File: config.mk
export PLATFORM = sky130hd
export DESIGN_NAME = clk_monitor
export DESIGN_NICKNAME = d
export VERILOG_FILES = /design/src/rtl/clk_monitor_pkg.sv /design/src/rtl/clk_monitor_edge.sv /design/src/rtl/clk_monitor.sv
export SDC_FILE = /design/constraint.sdc
export NUM_CORES = 1
export LEC_CHECK = 0
export BUFFER_PORTS_ARGS = -buffer_cell sky130_fd_sc_hd__buf_2
export CORE_ASPECT_RATIO = 1.25
export CORE_MARGIN = 10
export CORE_UTILIZATION = 27
export CTS_BUF_LIST = sky130_fd_sc_hd__clkbuf_4 sky130_fd_sc_hd__clkbuf_8
export DETAILED_ROUTE_END_ITERATION = 10
export HOLD_SLACK_MARGIN = 0.15
export PLACE_DENSITY = 0.5
export RECOVER_POWER = 50
export SLEW_MARGIN = 20
export SYNTH_ARGS = -nofsm -noshare
export SYNTH_HDL_FRONTEND = slang
export SYNTH_SLANG_ARGS = --single-unit
File: constraint.sdc
create_clock -name clk -period 2.4 [get_ports clk]
set_input_delay 0.24 -clock clk [delete_from_list [all_inputs] [get_ports clk]]
set_output_delay 0.24 -clock clk [all_outputs]
set_load 0.05 [all_outputs]
File: src/rtl/clk_monitor_pkg.sv
// rtl/clk_monitor_pkg.sv - shared types, widths and tolerance helper for the clock monitor
package clk_monitor_pkg;

    typedef enum logic [1:0] {
        IDLE    = 2'd0,
        MEASURE = 2'd1,
        LOCKED  = 2'd2
    } state_t;

    localparam int             CNT_W   = 8;
    localparam logic [CNT_W-1:0] CNT_MAX = 8'd255;

    // True when an unsigned 8-bit measurement lies within +/- tol of the expected value
    function automatic logic within_tol(input logic [CNT_W-1:0] val,
                                        input logic signed [8:0] expected,
                                        input logic signed [8:0] tol);
        logic signed [8:0] diff;
        diff = $signed({1'b0, val}) - expected;
        return (diff <= tol) && (diff >= -tol);
    endfunction

endpackage

File: src/rtl/clk_monitor_edge.sv
// rtl/clk_monitor_edge.sv - div_in sampling and edge strobes; CLK_MONITOR_SYNC_EN adds a 2-flop synchronizer
module clk_monitor_edge (
    input  logic clk,
    input  logic rst,
    input  logic div_in,
    output logic level,
    output logic rise_stb,
    output logic fall_stb
);

    logic s_in;
    logic s0;
    logic prev;

`ifdef CLK_MONITOR_SYNC_EN
    logic sync1;
    logic sync2;

    // Two-flop synchronizer so an asynchronous div_in can be monitored
    always_ff @(posedge clk) begin
        if (rst) begin
            sync1 <= 1'b0;
            sync2 <= 1'b0;
        end else begin
            sync1 <= div_in;
            sync2 <= sync1;
        end
    end

    assign s_in = sync2;
`else
    assign s_in = div_in;
`endif

    // Sample the (possibly synchronized) input and keep the previous sample for edge detection
    always_ff @(posedge clk) begin
        if (rst) begin
            s0   <= 1'b0;
            prev <= 1'b0;
        end else begin
            s0   <= s_in;
            prev <= s0;
        end
    end

    assign level    = s0;
    assign rise_stb = s0 & ~prev;
    assign fall_stb = ~s0 & prev;

endmodule

File: src/rtl/clk_monitor.sv
// rtl/clk_monitor.sv - period/high-time measurement and lock FSM for a divided clock (CLK_MONITOR_SYNC_EN selects synchronized input)
module clk_monitor
    import clk_monitor_pkg::*;
#(
    parameter int EXP_PERIOD = 27,
    parameter int EXP_HIGH   = 14,
    parameter int TOL        = 0,
    parameter int LOCK_CNT   = 4
) (
    input  logic       clk,
    input  logic       rst,
    input  logic       div_in,
    output logic       rise_stb,
    output logic       fall_stb,
    output logic       locked,
    output logic       err,
    output logic [7:0] period_out,
    output logic [7:0] high_out
);

    localparam logic signed [8:0] EXP_P_S = 9'(EXP_PERIOD);
    localparam logic signed [8:0] EXP_H_S = 9'(EXP_HIGH);
    localparam logic signed [8:0] TOL_S   = 9'(TOL);
    localparam logic [CNT_W-1:0]  LOCK_V  = CNT_W'(LOCK_CNT);

    logic             level;
    state_t           state;
    logic [CNT_W-1:0] per_cnt;
    logic [CNT_W-1:0] hi_cnt;
    logic [CNT_W-1:0] match_cnt;
    logic [CNT_W-1:0] match_nxt;
    logic             fall_seen;
    logic             period_match;
    logic             timeout;

    clk_monitor_edge u_edge (
        .clk      (clk),
        .rst      (rst),
        .div_in   (div_in),
        .level    (level),
        .rise_stb (rise_stb),
        .fall_stb (fall_stb)
    );

    // A closing period matches only if it did not saturate and a fall was seen inside it
    always_comb begin
        period_match = within_tol(per_cnt, EXP_P_S, TOL_S)
                     & within_tol(high_out, EXP_H_S, TOL_S)
                     & fall_seen
                     & (per_cnt != CNT_MAX);
        timeout      = (per_cnt == CNT_MAX) & ~rise_stb;
        match_nxt    = match_cnt + 8'd1;
    end

    // Period and high-time counters with their captured results
    always_ff @(posedge clk) begin
        if (rst) begin
            per_cnt    <= '0;
            hi_cnt     <= '0;
            period_out <= '0;
            high_out   <= '0;
            fall_seen  <= 1'b0;
        end else begin
            if (rise_stb) begin
                per_cnt    <= 8'd1;
                hi_cnt     <= 8'd1;
                period_out <= per_cnt;
                fall_seen  <= 1'b0;
            end else begin
                if (per_cnt != CNT_MAX) per_cnt <= per_cnt + 8'd1;
                if (level && hi_cnt != CNT_MAX) hi_cnt <= hi_cnt + 8'd1;
            end
            if (fall_stb) begin
                high_out  <= hi_cnt;
                fall_seen <= 1'b1;
            end
        end
    end

    // Lock FSM: judge each period on the rise that closes it, drop to IDLE on timeout
    always_ff @(posedge clk) begin
        if (rst) begin
            state     <= IDLE;
            match_cnt <= '0;
            locked    <= 1'b0;
            err       <= 1'b0;
        end else begin
            err <= 1'b0;
            case (state)
                IDLE: begin
                    if (rise_stb) begin
                        state     <= MEASURE;
                        match_cnt <= '0;
                    end
                end
                MEASURE: begin
                    if (rise_stb) begin
                        if (period_match) begin
                            match_cnt <= match_nxt;
                            if (match_nxt == LOCK_V) begin
                                state  <= LOCKED;
                                locked <= 1'b1;
                            end
                        end else begin
                            match_cnt <= '0;
                        end
                    end else if (timeout) begin
                        state  <= IDLE;
                        locked <= 1'b0;
                        err    <= 1'b1;
                    end
                end
                LOCKED: begin
                    if (rise_stb) begin
                        if (!period_match) begin
                            state     <= MEASURE;
                            match_cnt <= '0;
                            locked    <= 1'b0;
                            err       <= 1'b1;
                        end
                    end else if (timeout) begin
                        state  <= IDLE;
                        locked <= 1'b0;
                        err    <= 1'b1;
                    end
                end
                default: begin
                    state  <= IDLE;
                    locked <= 1'b0;
                end
            endcase
        end
    end

endmodule

==> impl_metrics.tcl, run 1 <==
set metrics [dict create \
    port_buffers 22 \
    clock_path_buffers 2 \
    reg2reg_from "per_cnt[1]" \
    first_global_vias 2195 \
    boundaryPins 23 \
    p_total_w 0.00144 \
    core-area_um2 9220 \
    tightest_slew_ns 1.43 \
    grt_usage_pct 9.31 \
    synthTopCellsByCount "47 x dfxtp_1, 46 x nor2_1, 22 x nand2_1" \
    cp-start-kind "flip-flop" \
    reg2reg_depth 7 \
    cap_viol_max_count 0 \
    syn_avg_cell_area_um2 8.56 \
    regArea_um2 948 \
    synth_top_family_by_area "simple AND/OR/NAND/NOR gates" \
    syn_nets 314 \
    cts_tree "yes" \
    synth_fa_ha_area_share_pct 5.36 \
    synth_cell_types 47 \
    cts-root-buf "clkbuf_8" \
    synth-simple-area-share_pct 26.9 \
    gp_congestion 0.821 \
    whs_path_depth 2 \
    yosysTopAreaCell "dfxtp_1" \
    relSlewSlack_pct 4.78 \
    setup_viol 0 \
    ctsHtreeMaxLevel 2 \
    power.leakage_nw 1.14 \
    synthMuxAreaShare_pct 7.41 \
    hp-class "flip-flop to flip-flop" \
    clk_pin_slew_ns 0.09 \
    drt-total-wl_mm 6.47 \
    hold_viol 0 \
    dieArea_um2 13800 \
    finalNonFillerCells 460 \
    multiInputGateArea_um2 1550 \
    tns_ns 0 \
    yosys_warnings 0 \
    ys_top_cells_by_area "dfxtp_1 37%, mux2i_1 7.4%, nor2_1 6.7%" \
    clock-sinks 47 \
    grt_pass1_wl_mm 10.6 \
    grt_max_degree 30 \
    rows 39 \
    synth_flop_cell "dfxtp_1" \
    fmax_mhz 439 \
    synth-edff-count 0 \
    critical_path_required_ns 2.65 \
    synth.top_cell.area_share_pct 36.6 \
    synth_area_um2 2570 \
    run_status "finished clean" \
    fp.dieW_um 107 \
    drt-initial-drc-count 121 \
    grt_overflow 0 \
    min-delay-start "period_out[0]" \
    first_pass_iters 4 \
    synth.most_common_cell "dfxtp_1" \
    drv_slew 0 \
    setup.worst_path.start "per_cnt[1]" \
    min_period_ns 2.28 \
    nets 350 \
    cts_buffers 5 \
    areaGrowthSynthToFinish_pct 17.2 \
    initial_core_util_pct 27.8 \
    fin_skew_ns 0.00977 \
    drc_errors 0 \
    synth_xor_xnor_area_share_pct 5.46 \
    powerDensity_nw_per_um2 478 \
    synth_compound_area_share_pct 15.0 \
    final.fill_count 1004 \
    fin_crit_sh_pct 94.9 \
    vias 2279 \
    antenna_left 0 \
    wl_per_cell_um 14.1 \
    die_h_um 129 \
    diodes 0 \
    post-cts-setup-buffer-count 0 \
    clock_latency_ns 0.31 \
    place_hpwl_mm 4.83 \
    path_max_fanout 6 \
    ys_ff_latch 47 \
    cp-end-kind "flip-flop" \
    yosysSeqAreaShare_pct 36.6 \
    netlist_instances 300 \
    ir_drop_uv 312 \
    arrival_ns 2.53 \
    final_layout_size_suffix_gt1_share_pct 12.5 \
    synthArstFlopShare_pct 0 \
    viasPerCell 4.95 \
    crit_type "flip-flop to flip-flop" \
    dpl.cell_count 451 \
    grt_antenna_before_repair 0 \
]
## final timing paths
path	to	slack, ns
setup / recovery	match_cnt[2]	0.12
hold / removal	period_out[0]	0.50
setup reg to reg	match_cnt[2]	0.12
hold reg to reg	period_out[0]	0.50
## where the power goes
| part | internal (W) | leakage (nW) | switching, W | total (W) |
|---|---|---|---|---|
| logic | 0.0000428 | 0.705 | 0.0000779 | 0.000121 |
| registers | 0.000790 | 0.382 | 0.0000120 | 0.000802 |
| clock network | 0.000211 | 0.0489 | 0.000303 | 0.000515 |
| total | 0.00104 | 1.14 | 0.000393 | 0.00144 |
## worst max-delay path, stage by stage, from the launching register on
cell,delay (ns)
dfxtp_1,0.38
ha_1,0.22
o211a_1,0.22
o21ai_0,0.27
nand3_2,0.14
or4_4,0.53
or3b_1,0.37
nand3_1,0.08
## layout by cell type (no fill, tap or decap), types with 2 or more instances in the layout
cell type / instances
nor4_1: 3
clkbuf_8: 5
nand3_1: 13
nor3b_1: 2
xnor2_1: 6
or3b_1: 2
o211ai_1: 16
buf_4: 17
o2111ai_1: 2
a21o_1: 3
xor2_1: 10
ha_1: 11
nor3_1: 6
nor2b_1: 3
o31ai_1: 3
and4_1: 2
nand2_1: 22
a31oi_1: 5
nand4_1: 4
dfxtp_2: 3
a21oi_1: 6
or3_1: 3
or2_2: 2
o21ai_0: 8
o211a_1: 3
nand3b_1: 8
nor2_1: 46
clkbuf_1: 22
mux2i_1: 19
dfxtp_1: 43
buf_2: 3
and3_1: 5
inv_6: 2
or4_4: 2
inv_1: 7
## layout make-up
cell class | instances | share of cell area, %
tap | 123 | 5.11
sequential | 47 | 31.5
multi-input combinational | 231 | 51.5
clock inverter | 3 | 0.748
clock buffer | 5 | 2.29
timing repair buffer | 43 | 7.82
inverter | 8 | 0.998
## per-layer routing
layer	global-route usage, %	share of wire, %
met1	10.4	45
met2	16.7	51
met3	1.84	2.3
met4	4.15	1.8
met5	0	0
## cell families (layout without fill, tap and decap cells)
kind of cell    Yosys count  in the layout
flops                    47             47
buf+inv                  22             59
fa+ha+maj                11             11
simple gates            131            131
mux                      19             19
compound gates           54             54
xor+xnor                 16             16
## metrics by stage
step	worst slack [ns]	utilization (%)	cell area (um2)	hold slack (ns)
finish	0.123	32.6	3010	0.501
global route	-0.0106	32.6	3010	0.534
CTS	0.0250	32.9	3040	0.397
detailed placement	0.0599	31.8	2940	0.455
global placement	0.0773	31.8	2940	0.447
floorplan	0.0153	-	2570	0.368
## flip-flops by register name (all words and copies together) (netlist names)
| signal | cells |
|---|---|
| err | 1 |
| fall_seen | 1 |
| hi_cnt | 8 |
| high_out | 8 |
| locked | 1 |
| match_cnt | 8 |
| per_cnt | 8 |
| period_out | 8 |
| state | 2 |
| u_edge.level | 1 |
| u_edge.prev | 1 |
## repair_timing
item / in CTS / in global routing
endpoints found under the setup margin: 0 / 2
hold buffers: 1 / 0
gates resized for setup: 0 / 1
hold endpoints to repair: 1 / 0
No activity file was read; power rests on OpenSTA's default activity.
==> run 2: changes to the inputs <==
--- a/config.mk
+++ b/config.mk
@@ -5,6 +5,7 @@
 export SDC_FILE = /design/constraint.sdc
 export NUM_CORES = 1
 export LEC_CHECK = 0
+export ABC_AREA = 1
 export BUFFER_PORTS_ARGS = -buffer_cell sky130_fd_sc_hd__buf_2
 export CORE_ASPECT_RATIO = 1.25
 export CORE_MARGIN = 10
==> impl_metrics.tcl, run 2 <==
set metrics [dict create \
    synthArstFlopShare_pct 0 \
    grt_overflow 0 \
    clock-sinks 47 \
    min_period_ns 1.96 \
    relSlewSlack_pct 57.0 \
    finalNonFillerCells 530 \
    grt_max_degree 29 \
    tightest_slew_ns 0.648 \
    final_layout_size_suffix_gt1_share_pct 9.58 \
    final.fill_count 1041 \
    grt_usage_pct 9.51 \
    path_max_fanout 8 \
    cp-end-kind "flip-flop" \
    p_total_w 0.00209 \
    drc_errors 0 \
    synth-edff-count 0 \
    most-common-layout-cells "73 x nand2_1, 56 x nor2_1, 47 x inv_1, 47 x dfxtp_1, 32 x o21ai_0" \
    cts-root-buf "clkbuf_8" \
    die_h_um 129 \
    clock_path_buffers 2 \
    fin_util_pct 31.6 \
    hp-class "input port to flip-flop" \
    clock_latency_ns 0.30 \
    netlist_instances 378 \
    hold_viol 0 \
    antenna_left 0 \
    cpPeakStageDelay_ns 0.40 \
    rows 39 \
    powerDensity_nw_per_um2 718 \
    grt_setup_unrepaired "no" \
    crit_type "flip-flop to flip-flop" \
    core-area_um2 9220 \
    path_cells "ha_1 -> inv_1 -> nand3_1 -> nor3_1 -> nand4_1 -> nand3b_2 -> nand2_2 -> inv_1 -> nor2_1 -> nor2_1" \
    power.leakage_nw 1.26 \
    ys_ff_latch 47 \
    vias 2412 \
    diodes 0 \
    clk_pin_slew_ns 0.09 \
    fmax_mhz 511 \
    port_buffers 22 \
    nets 420 \
    yosysSeqAreaShare_pct 36.8 \
    synth.most_common_cell "nand2_1" \
    synth_flop_cell "dfxtp_1" \
    synthTopCellsByCount "73 x nand2_1, 56 x nor2_1, 47 x dfxtp_1, 47 x inv_1, 32 x o21ai_0" \
    areaGrowthSynthToFinish_pct 13.8 \
    grt_pass1_wl_mm 10.8 \
    first_pass_iters 4 \
    arrival_ns 2.16 \
    yosys_warnings 0 \
    dpl.cell_count 521 \
    syn_nets 392 \
    syn_avg_cell_area_um2 6.77 \
    tns_ns 0 \
    place_hpwl_mm 4.95 \
    synth_area_um2 2560 \
    fp.dieW_um 107 \
    setup_viol 0 \
    viasPerCell 4.55 \
    post-cts-setup-buffer-count 0 \
    final_common_cell "nand2_1" \
    cp-start-kind "flip-flop" \
    first_global_vias 2327 \
    grt_antenna_before_repair 0 \
    initial_core_util_pct 27.7 \
    cts_tree "yes" \
    gp_congestion 0.819 \
    fin_skew_ns 0.00973 \
    ctsHtreeMaxLevel 2 \
    cap_viol_max_count 0 \
    run_status "finished clean" \
    synth_cell_types 34 \
    fin_ws_ns 0.443 \
    critical_path_required_ns 2.60 \
    fin_crit_sh_pct 81.6 \
    cts_buffers 5 \
    ir_drop_uv 265 \
    synth.top_cell.area_share_pct 36.8 \
    postCtsResizedCells 0 \
    wl_per_cell_um 12.0 \
    pre_cts_ws_ns 0.476 \
    slowest_stage "dfxtp_1" \
    drt-total-wl_mm 6.37 \
    boundaryPins 23 \
    ys_top_cells_by_area "dfxtp_1 37%, nand2_1 11%, nor2_1 8.2%" \
    drt-initial-drc-count 124 \
    yosysTopAreaCell "dfxtp_1" \
    drv_slew 0 \
    postCtsHoldBufs 1 \
    dieArea_um2 13800 \
]
==> run 2: worst max-delay path: cells and delay by family (launching register included) <==
kind | cells | cell delay (ns)
AND/OR/NAND/NOR | 7 | 1.01
buffers and inverters | 2 | 0.20
adder cells (fa/ha/maj) | 1 | 0.25
flip-flops | 1 | 0.40
==> run 2: metrics by stage <==
step / area (um2) / hold slack (ns)
2_1_floorplan: 2560 / 0.307
3_3_place_gp: 2830 / 0.456
3_5_place_dp: 2830 / 0.454
4_1_cts: 2940 / 0.228
5_1_grt: 2910 / 0.218
6_report: 2910 / 0.221
==> run 2: kinds of logic after synthesis <==
| logic type | after synthesis | share of synthesized area (%) |
|---|---|---|
| buffers and inverters | 60 | 9.05 |
| adder cells (fa/ha/maj) | 11 | 5.38 |
| AO/OA/AOI/OAI | 69 | 14.4 |
| AND/OR/NAND/NOR | 189 | 33.7 |
| flip-flops | 47 | 36.8 |
| XOR/XNOR | 2 | 0.685 |
==> run 2: final timing paths <==
check                                    from       endpoint  slack [ns]  cells after the start
worst max-delay path              high_out[2]   match_cnt[2]        0.44                     10
worst min-delay path                      rst   match_cnt[7]        0.22                      2
worst max register to register    high_out[2]   match_cnt[2]        0.44                     10
worst min register to register  period_out[4]  period_out[4]        0.51                      2
==> run 2: final cells by class <==
class | instances | area (um2) | area share, %
Multi-Input combinational cell | 271 | 1380 | 47.5
Sequential cell | 47 | 941 | 32.3
Inverter | 52 | 196 | 6.75
Tap cell | 123 | 154 | 5.29
Timing Repair Buffer | 29 | 139 | 4.77
Clock buffer | 6 | 82.6 | 2.84
Clock inverter | 2 | 16.3 | 0.559
==> run 2: report_power, final <==
part | switching (W) | internal (W) | total (W)
combinational | 0.000437 | 0.000204 | 0.000641
sequential | 0.0000690 | 0.000861 | 0.000930
clock | 0.000285 | 0.000236 | 0.000521
total | 0.000791 | 0.00130 | 0.00209
==> run 2: routing by layer <==
layer	GRT usage, %	vias up	share of wire, %
met1	11.3	1093	48
met4	2.63	0	0.83
met3	2.85	4	4.0
met5	0	-	0
met2	16.1	37	47
li1	-	1278	-
